File: src/rtl/enc42_arb.sv
// Registered 4-to-2 request encoder with pending register and valid/ack handshake.
// Define ENC42_RR_EN for round-robin selection; the default is fixed highest-index priority.
module enc42_arb (
  input  logic       clk,
  input  logic       rst_n,
  input  logic       e,
  input  logic [3:0] req,
  input  logic       ack,
  output logic [1:0] y,
  output logic       v,
  output logic [3:0] pend,
  output logic       ovf
);

  typedef enum logic {IDLE = 1'b0, HOLD = 1'b1} state_t;

  state_t     state_r;
  logic [1:0] y_r;
  logic       v_r;
  logic [3:0] pend_r;
  logic       ovf_r;
  logic [3:0] set_s;
  logic [3:0] clr_s;
  logic [3:0] pend_next_s;
  logic       ovf_next_s;
  logic [1:0] sel_s;
`ifdef ENC42_RR_EN
  logic [1:0] ptr_r;
`endif

  function automatic logic [3:0] onehot2(input logic [1:0] idx);
    logic [3:0] r;
    r      = 4'b0000;
    r[idx] = 1'b1;
    return r;
  endfunction

  function automatic logic [1:0] sel_fixed(input logic [3:0] p);
    logic [1:0] r;
    casez (p)
      4'b1???: r = 2'd3;
      4'b01??: r = 2'd2;
      4'b001?: r = 2'd1;
      default: r = 2'd0;
    endcase
    return r;
  endfunction

`ifdef ENC42_RR_EN
  // Walk from lowest to highest priority so the last hit (ptr-1) wins.
  function automatic logic [1:0] sel_rr(input logic [3:0] p, input logic [1:0] ptr);
    logic [1:0] r;
    logic [1:0] c;
    r = 2'd0;
    for (int k = 4; k >= 1; k--) begin
      c = ptr - 2'(k);
      if (p[c]) begin
        r = c;
      end
    end
    return r;
  endfunction
`endif

  // Next pending vector, overflow detect and grant selection from the registered pend.
  always_comb begin
    set_s = req & {4{e}};
    if (v_r && ack) begin
      clr_s = onehot2(y_r);
    end else begin
      clr_s = 4'b0000;
    end
    pend_next_s = (pend_r & ~clr_s) | set_s;
    ovf_next_s  = |(set_s & pend_r & ~clr_s);
`ifdef ENC42_RR_EN
    sel_s = sel_rr(pend_r, ptr_r);
`else
    sel_s = sel_fixed(pend_r);
`endif
  end

  // Grant FSM with registered outputs.
  always_ff @(posedge clk or negedge rst_n) begin
    if (!rst_n) begin
      state_r <= IDLE;
      y_r     <= 2'd0;
      v_r     <= 1'b0;
      pend_r  <= 4'b0000;
      ovf_r   <= 1'b0;
`ifdef ENC42_RR_EN
      ptr_r   <= 2'd0;
`endif
    end else begin
      pend_r <= pend_next_s;
      ovf_r  <= ovf_next_s;
      case (state_r)
        IDLE: begin
          if (e && (pend_r != 4'b0000)) begin
            y_r     <= sel_s;
            v_r     <= 1'b1;
            state_r <= HOLD;
          end else begin
            y_r <= 2'd0;
            v_r <= 1'b0;
          end
        end
        HOLD: begin
          // e is deliberately ignored here: an open grant always completes on ack.
          if (ack) begin
            y_r     <= 2'd0;
            v_r     <= 1'b0;
            state_r <= IDLE;
`ifdef ENC42_RR_EN
            ptr_r   <= y_r;
`endif
          end else begin
            y_r <= y_r;
            v_r <= v_r;
          end
        end
        default: begin
          y_r     <= 2'd0;
          v_r     <= 1'b0;
          state_r <= IDLE;
        end
      endcase
    end
  end

  assign y    = y_r;
  assign v    = v_r;
  assign pend = pend_r;
  assign ovf  = ovf_r;

endmodule

File: config.mk
export PLATFORM = sky130hd
export DESIGN_NAME = enc42_arb
export DESIGN_NICKNAME = d
export VERILOG_FILES = /design/src/rtl/enc42_arb.sv
export SDC_FILE = /design/constraint.sdc
export NUM_CORES = 1
export LEC_CHECK = 0
export ABC_AREA = 0
export CAP_MARGIN = 20
export CORE_AREA = 2 2 39 41
export CTS_BUF_LIST = sky130_fd_sc_hd__clkbuf_4 sky130_fd_sc_hd__clkbuf_8
export DETAILED_ROUTE_END_ITERATION = 6
export DIE_AREA = 0 0 41 43
export GPL_TIMING_DRIVEN = 0
export HOLD_SLACK_MARGIN = 0.03
export PLACE_DENSITY = 0.71
export SYNTH_ARGS = -nofsm -noshare
export SYNTH_HDL_FRONTEND = slang
export SYNTH_SLANG_ARGS = --single-unit
File: constraint.sdc
create_clock -name clk -period 1.8 [get_ports clk]
set_clock_uncertainty 0.05 [all_clocks]
set_input_delay 0.27 -clock clk [delete_from_list [all_inputs] [get_ports clk]]
set_output_delay 0.27 -clock clk [all_outputs]
set_load 0.02 [all_outputs]
Word level (Yosys, flattened, before mapping)

Cells that the tools add are included.

$add $sub $neg: 0
$mul: 0
Divide/modulo/power cells: 0
Order comparisons: 2
Equality and inequality tests: 3
Shift operators: 0
Muxes and demuxes: 12
Bitwise operators: 7
Reductions and logical operators: 5

Operators by type and width:

| kind                                                               | number |
|---|---|
| bitwise AND 4 bit                                                  | 4 |
| one-hot mux 2 bit (3 select lines)                                 | 1 |
| 2-to-1 mux 1 bit                                                   | 4 |
| 2-to-1 mux 2 bit                                                   | 2 |
| 2-to-1 mux 4 bit                                                   | 1 |
| NOT 4 bit                                                          | 1 |
| bitwise OR 4 bit                                                   | 1 |
| one-hot mux 1 bit (2 select lines)                                 | 2 |
| one-hot mux 2 bit (2 select lines)                                 | 1 |
| nonzero test 4 bit                                                 | 1 |
| OR reduction 4 bit                                                 | 1 |
| equality test 3 x 1 -> 1 bit (second input constant)               | 1 |
| logical AND 1 bit                                                  | 3 |
| less-than comparator 2 x 3 -> 1 bit (second input constant)        | 1 |
| demux 1 bit (select 2 bit)                                         | 1 |
| equality test 2 x 1 -> 1 bit (second input constant)               | 1 |
| greater-or-equal comparator 2 x 1 -> 1 bit (second input constant) | 1 |
| != test 2 bit (second input constant)                              | 1 |
| NOT 1 bit                                                          | 1 |

Bits in registers: 9
Latch bits: 0
Memory bits (writable): 0
Bits in read-only memories: 0
Logic and storage cells: 34
Memories: 0

Longest topological paths before layout

Gate-level depths: netlist (run 1).

Word-level depth: 8
Mapped depth: 3
Mapped depth without buffers: 3

Worst setup path before layout (run 1)

OpenSTA, ideal clock, no wires.

Kind: flip-flop to flip-flop
From: reg pend_r[2], in the netlist pend[2]
To: reg y_r[0], in the netlist y[0]
Setup time: 118 ps
Data arrival time: 1191 ps
Required time: 1632 ps
Path slack: 440 ps
Cell stages (with the launch flop): 4
Clock period less this slack: 1360 ps
Cells stage by stage: dfrtp_1 or4_1 nand3_2 o21ai_2

Longest elaborated chain between the ends: 4
Elaborated cells between the ends (all ways): 7
Classes of those cells: eq/ne: 2; mux: 3; reduce/logical: 2

RTL lines:

| element                                                                 | line   | text |
|---|---|---|
| from (decl)                                                             | 20     | `logic [3:0] pend_r;` |
| from (signal assigned)                                                  | 94     | `pend_r <= pend_next_s;` |
| equality test 3 x 1 -> 1 bit (tied with other cells)                    | 40     | `casez (p)` |
| one-hot mux 2 bit (3 select lines) or logical AND 1 bit (tied branches) | 40, 98 |  |
| 2-to-1 mux 2 bit (*)                                                    | 98     | `if (e && (pend_r != 4'b0000)) begin` |
| one-hot mux 2 bit (2 select lines) (*)                                  | 96     | `case (state_r)` |
| to (signal assigned)                                                    | 99     | `y_r <= sel_s;` |
| to (signal assigned)                                                    | 117    | `y_r <= y_r;` |
| to (decl)                                                               | 18     | `logic [1:0] y_r;` |

Mark *: on every way between the ends. The rest lies on a longest branch, timed or not.
A chain may end at the register's enable or synchronous reset.

Worst setup path after layout (run 1)

From: reg y_r[1], in the netlist y[1]
To: out y[1]

RTL lines:

| element   | line | text |
|---|---|---|
| to (decl) | 9    | `output logic [1:0] y,` |

No word-level cell between the ends.

==> results of run 1 <==
## area by class of cell
class / count / area (um2) / area share, %
sequential: 9 / 225 / 36.1
timing repair buffer: 15 / 150 / 24.1
tap: 16 / 20.0 / 3.21
clock buffer: 4 / 30.0 / 4.82
multi-input combinational: 28 / 186 / 29.9
inverter: 3 / 11.3 / 1.81
## kinds of logic (layout without fill, tap and decap cells)
| logic type | count (synthesis) | after routing | synth area share, % |
|---|---|---|---|
| flip-flops | 9 | 9 | 53.3 |
| AO/OA/AOI/OAI | 13 | 13 | 22.8 |
| AND/OR/NAND/NOR | 15 | 15 | 21.3 |
| buffers and inverters | 3 | 22 | 2.66 |
## sequential cells by signal, indices dropped and copies added (netlist names)
name     cells
state_r      1
y            2
pend         4
ovf          1
v            1
## stage by stage
step	power (uW)	instances	util [%]
after detailed placement	426	71	42.9
after global placement	424	71	42.9
after floorplan	340	40	-
after global routing	627	75	45.0
after CTS	609	75	45.0
final	601	75	45.0
## placed cells by master (no fill, tap or decap), types with 2 or more instances in the layout
master / n
a22o_1: 3
clkbuf_4: 4
o21ai_2: 2
and2_1: 2
dfrtp_1: 9
clkdlybuf4s50_1: 15
nand2_1: 6
nand4b_1: 2
inv_1: 3
o31ai_1: 2
## path summary, 6_finish.rpt
kind,endpoint,slack (ns),startpoint,cells after the start
min in group clk,y[1],0.45,state_r,1
hold reg to reg,y[1],0.45,state_r,1
setup reg to reg,state_r,0.45,pend[2],3
hold / removal,ovf,0.24,rst_n,1
setup / recovery,y[1],0.11,y[1],1
max in group asynchronous,state_r,1.16,rst_n,1
## synthesized netlist by cell type, drive strengths merged
cell    number
inv          3
a22o         3
nand2        6
nor2b        1
o31ai        2
nand4b       2
dfrtp        9
nand4        1
a32oi        1
and2         2
or4          1
o211ai       1
o21ai        4
nand3b       1
a31oi        1
nand3        1
a21oi        1
## power by group
group          internal [uW]  switching [uW]
Clock                    101            78.6
Sequential               230            35.9
Combinational           82.0            73.7
## metal layers
| metal | up-vias | global-route usage (%) |
|---|---|---|
| met2 | 15 | 17.5 |
| met1 | 178 | 16.9 |
| li1 | 189 | - |
| met3 | 5 | 3.66 |
| met4 | 0 | 12.0 |
| met5 | - | 0 |
==> summary.md, run 1 <==
| Metric | Value |
|---|---|
| PortBufs | `15` |
| Area leader, netlist | `dfrtp_1` |
| CP top delay family | `buffers and inverters` |
| Initial Utilization | `30.6%` |
| Layout cells sized above 1 | `11.9%` |
| Resize count post-CTS | `0` |
| IO Pins | `16` |
| Largest fanout on the critical path | `7` |
| CTS Hold Bufs | `0` |
| Met3 wire length | `85 um` |
| DRT met1 WL | `443 um` |
| Final Wtd Congestion | `0.745` |
| Via Count | `387` |
| Clk sinks | `9` |
| Post-DP HPWL | `686 um` |
| Power Density | `964 nW/um2` |
| Nets | `68` |
| Mapped Cells | `40` |
| Crit Path Class | `reg -> out` |
| DRC viols | `0` |
| Hold Crit Class | `in -> async` |
| Total CTS buffers | `3` |
| Synth Cell Area | `423 um2` |
| Unique cell type count in the Yosys netlist | `19` |
| Slew Limit Fails | `0` |
| Highest routed metal layer | `met4` |
| Die area | `1760 um2` |
| Gr ovfl total | `0` |
| Diode count | `0` |
| Peak supply drop | `0.406 mV` |
| CTS tree | `done` |
| Antenna violation net count after detailed routing | `0` |
| Worst setup margin | `0.109 ns` |
| Synth top area cells | `dfrtp_1, a22o_1, nand2_1` |
| Initial antenna violation count | `0` |
| First-pass GRT wire length | `1530 um` |
| Final setup fails | `0` |
| Fmax | `0.591 GHz` |
| Share of the yosys chip area belonging to registers | `53.3%` |
| Leak Pwr | `0.000261 uW` |
| H-Tree Depth | `1` |
| CP peak stage delay | `0.65 ns` |
| Reg clk slew, reported paths | `0.06 ns` |
| Worst-Margin Slew | `0.420 ns` |
| RSZ-0062 raised after global routing | `no` |
| Synth Area per Inst | `10.6 um2` |
| Crit path cell chain | `clkdlybuf4s50_1` |
| Drt initial violations | `10` |
| Site Rows | `14` |
| Finished Cell Area | `623 um2` |
| Final wirelength | `966 um` |
| Slowest stage cell on the critical path | `clkdlybuf4s50_1` |
| Filler cells | `144` |
| Largest net degree at the start of global routing | `10` |
| WP data arrival | `1.37 ns` |
| WL/cell | `12.9 um` |
| Min Hold Slack | `0.245 ns` |
| Die X | `41 um` |
| Area Growth Syn to Fin | `47.3%` |
| Total negative slack | `0 ns` |
| Ys Warns | `0` |
| Vias in the first global route | `375` |
| Wire length on met2 | `401 um` |
| Max_slew headroom | `71.9%` |
| Max-capacitance violation count | `0` |
| Placement Setup Slack | `0.247 ns` |
| Avg Vias per Cell | `5.16` |
| Outcome | `finished, final reports clean` |
| CP required | `1.48 ns` |
| Pre-antenna DRT Iters | `2` |
| WP buf/inv | `1` |
| Top-area cell type share of the netlist area | `53.3%` |
| CTS root buffer | `clkbuf_4` |
| Die height | `43 um` |
| Setup bufs post-CTS | `0` |
| Fin crit share | `93.9%` |
| Tmin final | `1.69 ns` |
| Yosys reg bits | `9` |
| Worst-Skew Late Latency | `0.27 ns` |
| Gr usage total | `13.4%` |
| Syn nets | `48` |
| Crit start category | `register` |
| Critical path endpoint category | `output pin` |
| Worst-case clock buffer depth | `2` |
| Core Area | `1380 um2` |
| Final Hold Vio Count | `0` |
| Dpl cell area | `593 um2` |
No activity file was read; power rests on OpenSTA's default activity.
==> run 2: changes to the inputs <==
- SLEW_MARGIN: unset -> 15
==> results of run 2 <==
Same layout as run 1: the final DEF is identical, and so are final timing and power.
==> run 3: changes to the inputs <==
- PLACE_DENSITY: 0.71 -> 0.73
- clock period: 1.8 -> 1.4 ns (I/O delays scaled with it)
==> summary.md, run 3 (synthesis gave the netlist of run 1 again) <==
| Metric | Value |
|---|---|
| Footprint of the multi-input gates | `186 um2 (unchanged)` |
| Clk sinks | `9 (unchanged)` |
| Die X | `41 um (unchanged)` |
| Leak Pwr | `0.000266 uW (+1.7%)` |
| Via Count | `386 (-0.26%)` |
| WL/cell | `12.4 um (-3.6%)` |
| Crit path from | `pend[2]` |
| Post-DP HPWL | `706 um (+3.0%)` |
| Crit start category | `register` |
| Crit Path Class | `reg -> reg` |
| Pre-antenna DRT Iters | `2 (unchanged)` |
| CTS root buffer | `clkbuf_4` |
| WP data arrival | `1.42 ns (+0.05 ns)` |
| Worst-case clock buffer depth | `2 (unchanged)` |
| Final Hold Vio Count | `0 (unchanged)` |
| Vias in the first global route | `363 (-3.2%)` |
| Setup bufs post-CTS | `0 (unchanged)` |
| Avg Vias per Cell | `5.15 (-0.26%)` |
| Gr ovfl total | `0 (unchanged)` |
| Layout cells sized above 1 | `11.9% (unchanged)` |
| Final Wtd Congestion | `0.763 (+2.4%)` |
| Commonest non-fill, non-tap cell in the layout | `dfrtp_1` |
| IO Pins | `16 (unchanged)` |
| Filler cells | `142 (-1.4%)` |
| Commonest non-fill, non-tap cells in the layout | `dfrtp_1, dlygate4sd2_1, clkdlybuf4s50_1` |
| Max-capacitance violation count | `0 (unchanged)` |
| Drt initial violations | `4 (-6)` |
| H-Tree Depth | `1 (unchanged)` |
| Initial Utilization | `30.6% (unchanged)` |
| Tmin final | `1.33 ns` |
| Largest net degree at the start of global routing | `10 (unchanged)` |
| End of the critical path | `state_r` |
| Peak supply drop | `0.543 mV (+34%)` |
| Critical path endpoint category | `register` |
| PortBufs | `15 (unchanged)` |
| Die height | `43 um (unchanged)` |
| Largest register FFs | `4 (unchanged)` |
| Initial antenna violation count | `0 (unchanged)` |
| Nets | `68 (unchanged)` |
| Fin crit share | `94.7%` |
| CP required | `1.50 ns (+0.02 ns)` |
| Power Density | `1210 nW/um2 (+25%)` |
| Reg2reg end | `state_r` |
| FF+latch area | `225 um2 (unchanged)` |
| Combinational fraction of design power | `24.1% (-1.8 points)` |
| Sw frac | `31.4% (+0.12 points)` |
| Worst-Margin Slew | `0.402 ns (-0.0175 ns)` |
| Diode count | `0 (unchanged)` |
| Post-layout util | `44.3% (-0.72 points)` |
| Final setup fails | `0 (unchanged)` |
| Outcome | `finished, final reports clean` |
| Worst r2r src | `pend[2]` |
| Final wirelength | `931 um (-3.6%)` |
| Hold Crit Class | `in -> async` |
| Int Pwr | `508 uW (+23%)` |
| Reg clk slew, reported paths | `0.06 ns (about the same)` |
| Largest fanout on the critical path | `6 (-1)` |
| Non-filler cells, final | `75 (unchanged)` |
| Post-Place Cells | `71 (unchanged)` |
| First-pass GRT wire length | `1570 um (+2.3%)` |
| Register share of total power | `45.8% (+1.6 points)` |
| CTS Hold Bufs | `0 (unchanged)` |
| Core Area | `1380 um2 (unchanged)` |
| Fmax | `0.754 GHz` |
| Gr usage total | `13.3% (-0.054 points)` |
| Area Growth Syn to Fin | `45.0%` |
| Antenna violation net count after detailed routing | `0 (unchanged)` |
| Reg2reg path depth | `3 (unchanged)` |
| Worst-Skew Late Latency | `0.26 ns (about the same)` |
| Die area | `1760 um2 (unchanged)` |
| R2R setup slack | `0.07 ns (-0.38 ns)` |
| CTS tree | `done` |
| Max_slew headroom | `73.1% (+1.2 points)` |
| P_sw | `233 uW (+24%)` |
| Slew Limit Fails | `0 (unchanged)` |
| Total negative slack | `0 ns (unchanged)` |
| DRC viols | `0 (unchanged)` |
| Site Rows | `14 (unchanged)` |
| Total CTS buffers | `3 (unchanged)` |
| RSZ-0062 raised after global routing | `no` |
| Power share of the clock group | `30.2% (+0.3 points)` |
run 3: cell count changes in the layout (fill, tap and decap cells not counted):
cell | previous run | this run
clkdlybuf4s50_1 | 15 | 7
dlygate4sd2_1 | 0 | 8
run 3: metal layers:
| metal | vias to the layer above | share of wire, % | global-route usage [%] |
|---|---|---|---|
| met4 | 0 | 2.5 | 10.0 |
| met2 | 14 | 46 | 18.1 |
| met3 | 2 | 5.5 | 3.14 |
| met1 | 182 | 46 | 17.4 |
| li1 | 188 | - | - |
| met5 | - | 0 | 0 |
run 3: how the worst min path moves through the flow:
stage	startpoint	end	slack, ns
after floorplan	rst_n	ovf	-0.14
final	rst_n	ovf	0.19
after global routing	rst_n	pend[2]	0.22
after global placement	state_r	y[1]	0.43
after detailed placement	state_r	y[1]	0.44
after CTS	rst_n	ovf	0.20
run 3: power by group through the flow:
stage | sequential [uW] | clock (uW) | combinational (uW)
after detailed placement | 346 | 0 | 203
after floorplan | 375 | 0 | 61.9
final | 339 | 224 | 178
after global routing | 348 | 240 | 196
after CTS | 340 | 232 | 182
after global placement | 344 | 0 | 201
run 3: area by class of cell:
class                           instances  share of cell area [%]
Clock buffer                            4                    4.90
Inverter                                3                    1.84
Multi-Input combinational cell         28                    30.4
Sequential cell                         9                    36.7
Tap cell                               16                    3.27
Timing Repair Buffer                   15                    22.9
run 3: worst max-delay path: stages (launching register included):
cell     delay (ns)
dfrtp_1        0.43
or4_1          0.55
nand3_2        0.12
o21ai_2        0.06
run 3: through the flow:
stage | setup WS [ns] | area [um2] | hold slack (ns) | power (uW)
floorplan | 0.0402 | 423 | -0.136 | 437
global placement | -0.0838 | 593 | 0.431 | 545
detailed placement | -0.0705 | 593 | 0.439 | 548
CTS | 0.0629 | 613 | 0.203 | 754
global route | 0.0151 | 613 | 0.225 | 784
finish | 0.0742 | 613 | 0.186 | 741
run 3: what timing repair did:
| item | 4_1_cts | 5_1_grt |
|---|---|---|
| gates resized for setup | 8 | 0 |
| setup endpoints to repair | 8 | 0 |
| hold endpoints to repair | 0 | 0 |
